**src/rtl/sdram_arbit_pkg.sv**
```systemverilog
// sdram_arbit_pkg: shared SDRAM command codes and arbiter state encoding
package sdram_arbit_pkg;
    // {cs_n, ras_n, cas_n, we_n}
    localparam logic [3:0] CMD_LOAD_MODE = 4'b0000;
    localparam logic [3:0] CMD_AREF      = 4'b0001;
    localparam logic [3:0] CMD_PRECHARGE = 4'b0010;
    localparam logic [3:0] CMD_ACTIVE    = 4'b0011;
    localparam logic [3:0] CMD_WRITE     = 4'b0100;
    localparam logic [3:0] CMD_READ      = 4'b0101;
    localparam logic [3:0] CMD_NOP       = 4'b0111;

    typedef enum logic [2:0] {
        ST_INIT  = 3'd0,
        ST_ARBIT = 3'd1,
        ST_AREF  = 3'd2,
        ST_WRITE = 3'd3,
        ST_READ  = 3'd4
    } state_t;
endpackage

```
**src/rtl/sdram_arbit.sv**
```systemverilog
// sdram_arbit: fixed-priority SDRAM bus arbiter (refresh > write > read) with command/address/data mux
// Ports:
//   clk, rstn                      clock, async active-low reset
//   init_end, init_cmd/init_addr   init master: done flag, command, {ba,addr}
//   aref_req/aref_end, aref_cmd/aref_addr  refresh master
//   wr_req/wr_end, wr_cmd/wr_addr, wr_dq_oe/wr_dq  write master
//   rd_req/rd_end, rd_cmd/rd_addr  read master
//   aref_en/wr_en/rd_en            registered grants
//   sdram_cke, sdram_cmd/sdram_addr, sdram_dq_oe/sdram_dq  device-side mux outputs
module sdram_arbit #(
    parameter logic [3:0] CMD_NOP = sdram_arbit_pkg::CMD_NOP
) (
    input  logic        clk,
    input  logic        rstn,
    input  logic        init_end,
    input  logic [3:0]  init_cmd,
    input  logic [14:0] init_addr,
    input  logic        aref_req,
    input  logic        aref_end,
    input  logic [3:0]  aref_cmd,
    input  logic [14:0] aref_addr,
    input  logic        wr_req,
    input  logic        wr_end,
    input  logic [3:0]  wr_cmd,
    input  logic [14:0] wr_addr,
    input  logic        wr_dq_oe,
    input  logic [15:0] wr_dq,
    input  logic        rd_req,
    input  logic        rd_end,
    input  logic [3:0]  rd_cmd,
    input  logic [14:0] rd_addr,
    output logic        aref_en,
    output logic        wr_en,
    output logic        rd_en,
    output logic        sdram_cke,
    output logic [3:0]  sdram_cmd,
    output logic [14:0] sdram_addr,
    output logic        sdram_dq_oe,
    output logic [15:0] sdram_dq
);
    import sdram_arbit_pkg::*;

    state_t state_q, state_d;
    logic   aref_en_q, wr_en_q, rd_en_q;

    always_ff @(posedge clk or negedge rstn) begin
        if (!rstn) begin
            state_q   <= ST_INIT;
            aref_en_q <= 1'b0;
            wr_en_q   <= 1'b0;
            rd_en_q   <= 1'b0;
        end else begin
            state_q   <= state_d;
            aref_en_q <= state_d == ST_AREF;
            wr_en_q   <= state_d == ST_WRITE;
            rd_en_q   <= state_d == ST_READ;
        end
    end

    // Next state and device mux; the mux follows the registered state so that
    // reset immediately hands the bus back to the init master.
    always_comb begin
        state_d     = state_q;
        sdram_cmd   = CMD_NOP;
        sdram_addr  = 15'h0;
        sdram_dq_oe = 1'b0;
        sdram_dq    = 16'h0;
        case (state_q)
            ST_INIT: begin
                state_d    = init_end ? ST_ARBIT : ST_INIT;
                sdram_cmd  = init_cmd;
                sdram_addr = init_addr;
            end
            ST_ARBIT: state_d = aref_req ? ST_AREF : wr_req ? ST_WRITE : rd_req ? ST_READ : ST_ARBIT;
            ST_AREF: begin
                state_d    = aref_end ? ST_ARBIT : ST_AREF;
                sdram_cmd  = aref_cmd;
                sdram_addr = aref_addr;
            end
            ST_WRITE: begin
                state_d     = wr_end ? ST_ARBIT : ST_WRITE;
                sdram_cmd   = wr_cmd;
                sdram_addr  = wr_addr;
                sdram_dq_oe = wr_dq_oe;
                sdram_dq    = wr_dq;
            end
            ST_READ: begin
                state_d    = rd_end ? ST_ARBIT : ST_READ;
                sdram_cmd  = rd_cmd;
                sdram_addr = rd_addr;
            end
            default: state_d = ST_INIT;
        endcase
    end

    assign aref_en   = aref_en_q;
    assign wr_en     = wr_en_q;
    assign rd_en     = rd_en_q;
    assign sdram_cke = 1'b1;
endmodule

```
**config.mk**
```make
export PLATFORM = sky130hd
export DESIGN_NAME = sdram_arbit
export DESIGN_NICKNAME = d
export VERILOG_FILES = /design/src/rtl/sdram_arbit_pkg.sv /design/src/rtl/sdram_arbit.sv
export SDC_FILE = /design/constraint.sdc
export NUM_CORES = 1
export LEC_CHECK = 0
export CAP_MARGIN = 20
export CELL_PAD_IN_SITES_DETAIL_PLACEMENT = 1
export CELL_PAD_IN_SITES_GLOBAL_PLACEMENT = 2
export CORE_MARGIN = 3
export CORE_UTILIZATION = 10
export DETAILED_ROUTE_END_ITERATION = 6
export HOLD_SLACK_MARGIN = 0.12
export PLACE_DENSITY_LB_ADDON = 0.1
export SETUP_SLACK_MARGIN = 0.1
export SLEW_MARGIN = 20
export SYNTH_ARGS = -nofsm -noshare
export SYNTH_HDL_FRONTEND = slang
export SYNTH_SLANG_ARGS = --single-unit
export TNS_END_PERCENT = 20
```
**constraint.sdc**
```tcl
create_clock -name clk -period 1.46 [get_ports clk]
set_input_delay 0.292 -clock clk [delete_from_list [all_inputs] [get_ports clk]]
set_output_delay 0.292 -clock clk [all_outputs]
set_load 0.01 [all_outputs]
```
==> summary.txt <==
Buf/Inv on CP: 2
Status: complete, but fails checks
# hold bufs at CTS: 0
Total track usage: 0.106
Die Y-Extent: 108 um
Worst Path Max Fanout: 5
Mapped Area: 1040 um2
Peak VDD IR: 0.546 mV
Initial antenna violation count: 0
Clk pin slew, worst setup/hold paths: 0.04 ns
Met1 GRT Util: 0.119
CTS tree: done
Highest clock rate: 531 MHz
Chip Width: 108 um
Number of vias per cell: 4.02
Primary FF master, synth: dfrtp_1
Initial Util: 0.105
Most frequent cell after synthesis: mux2i_1
First-pass GRT wire length: 9590 um
DP Cell Count: 401
RSZ-0062 raised after global routing: yes
Nets@finish: 388
Layout Area Growth over Synthesis: 179%
Worst path arrival time: 1.59 ns
Failing checks: setup timing
Fin. max-slew vios: 0
Pwr/cell area: 1310 nW/um2
Net switching power: 1590 uW
Tmin final: 1.88 ns
Crit. End Element: output port
Syn Nets: 228
I/O pin count: 142
Via count: 1675
Syn Inst Count: 126
CP cell instances: clkbuf_16 -> mux2_4 -> o22a_1 -> o22a_1 -> buf_2
Detailed Routing Iterations Pass 1: 4
Vias in the first global route: 1781
Skew final: 0.00207 ns
H-Tree Depth: 1
P_leak: 0.00127 uW
Most frequent cells after synthesis: mux2i_1, and3_1, a2bb2oi_1, o2bb2ai_1, clkbuf_1
Final worst setup slack: -0.424 ns
Crit path required time: 1.17 ns
Max incr delay on CP: 0.46 ns
Min Hold Slack: 0.318 ns
Synth top area share: 0.183
FF/Latch Area: 153 um2
Ys async rst share: 1.00
Syn. warnings: 0
Clock sinks: 6
Switching fraction of total power: 0.418
Met3 GRT Util: 0.0382
Maxcap violations: 0
Rows: 36
Drt total wl: 6730 um
P_int: 2210 uW
CTS max path bufs: 2
DP HPWL: 5390 um
Comb power frac: 0.859
Top cell by count, worst path: o22a_1
Seq/Total Area, Yosys: 0.144
Final setup vio count: 40
Crit-path leading delay family: flip-flops
Largest net degree at the start of global routing: 26
Final Hold Fails: 0
Met2 Resource Use GR: 0.192
#FFs+latches synth: 6
Layout cells sized above 1: 0.356
Sequential power share: 0.076
Fillers: 1160
DRT iter0 DRCs: 61
Startpoint Class: flip-flop
Clock latency on the worst-skew pair: 0.22 ns
Tcrit/Tclk final: 1.29
Post-synth top area cell: mux2i_1
GR peak layer: met2
Routed Antenna Nets: 0
Residual DRC: 0
I/O Buffers: 140
Ant. Diodes: 0
Crit Path Class: reg2out
Final Wtd Congestion: 0.695
CP max stage cell: dfrtp_2
Clock buffers created by TritonCTS: 3
Clk pwr share: 0.065
Post-synth EDFFs: 0
Worst Hold Class: in2async
Core Area: 9950 um2
Final Non-Filler Cells: 417
Root buf cell: clkbuf_8
Mean Syn Cell Area: 8.26 um2
Synth area leaders: mux2i_1, dfrtp_1, a2bb2oi_1, o2bb2ai_1, and3_1
Cell variety after synth: 30
Area of the multi-input gates: 970 um2
WL per Instance: 16.1 um
Gr ovfl total: 0
Total Die Area: 11700 um2
[metal layers]
layer	part of all wire	vias to the layer above
met5	0	-
met4	0.0052	0
met3	0.11	4
met2	0.49	96
met1	0.39	765
li1	-	810
[state kept, by name (all words and copies together), names as in the netlist]
name,cells
state_q,3
aref_en,1
rd_en,1
wr_en,1
[final cells by class]
class | instances | area share
Clock buffer | 3 | 0.0142
Inverter | 1 | 0.00129
Multi-Input combinational cell | 101 | 0.334
Sequential cell | 6 | 0.0525
Tap cell | 133 | 0.0573
Timing Repair Buffer | 173 | 0.541
[cell usage in the layout, fill, tap and decap left out, types with 2 or more instances in the layout]
cell type        instances
a2bb2oi_1                9
a2bb2oi_2                7
and3_1                  17
buf_12                   4
buf_2                   34
buf_4                   19
buf_6                   10
clkbuf_8                 3
clkdlybuf4s50_1        101
dfrtp_1                  4
dfrtp_2                  2
dlygate4sd2_1            3
mux2_4                   2
mux2i_1                 11
mux2i_2                  7
nand2_1                  3
nor2_1                   4
nor2b_1                  2
nor2b_4                  2
o22a_1                   5
o2bb2ai_1               13
o2bb2ai_2                3
[power by group through the flow]
stage,Clock [uW],Combinational [uW],Sequential (uW)
2_1_floorplan,0,1500,251
3_3_place_gp,0,3220,268
3_5_place_dp,0,3190,271
4_1_cts,256,3070,275
5_1_grt,272,3560,296
6_report,247,3260,288
[final timing paths]
path,start,endpoint,slack [ns],cells past startpoint
worst max-delay path,state_q[1],sdram_cmd[0],-0.42,5
worst min-delay path,rstn,rd_en,0.32,1
worst max register to register,state_q[2],wr_en,-0.35,6
worst min register to register,state_q[1],state_q[2],0.84,3
max in group asynchronous,rstn,state_q[2],0.90,1
min in group clk,wr_end,state_q[1],0.77,4
[logic make-up after synthesis]
family	share of synthesized area
other	0.00360
and+or+nand+nor	0.209
AOI/OAI and AO/OA	0.351
muxes	0.204
DFF	0.144
buffers and inverters	0.0877
[timing repair]
item                                    in CTS  in global routing
resized for setup                          158                 34
buffers inserted                             4                  9
endpoints found under the setup margin      45                 42
gates cloned                                 1                  1
endpoints found under the hold margin        0                  0
pin swaps                                   10                 13
[per-stage QoR]
step / total power, uW / cell area [um2] / util / setup TNS [ns] / setup slack, ns
after floorplan: 1750 / 1080 / - / 0 / 0.0159
after global placement: 3490 / 2740 / 0.275 / -17.01 / -0.665
after detailed placement: 3460 / 2740 / 0.275 / -17.66 / -0.667
after CTS: 3600 / 2750 / 0.276 / -10.0 / -0.525
after global routing: 4120 / 2910 / 0.292 / -12.89 / -0.486
final: 3800 / 2910 / 0.292 / -10.01 / -0.424
(Power assumes the default switching activity.)
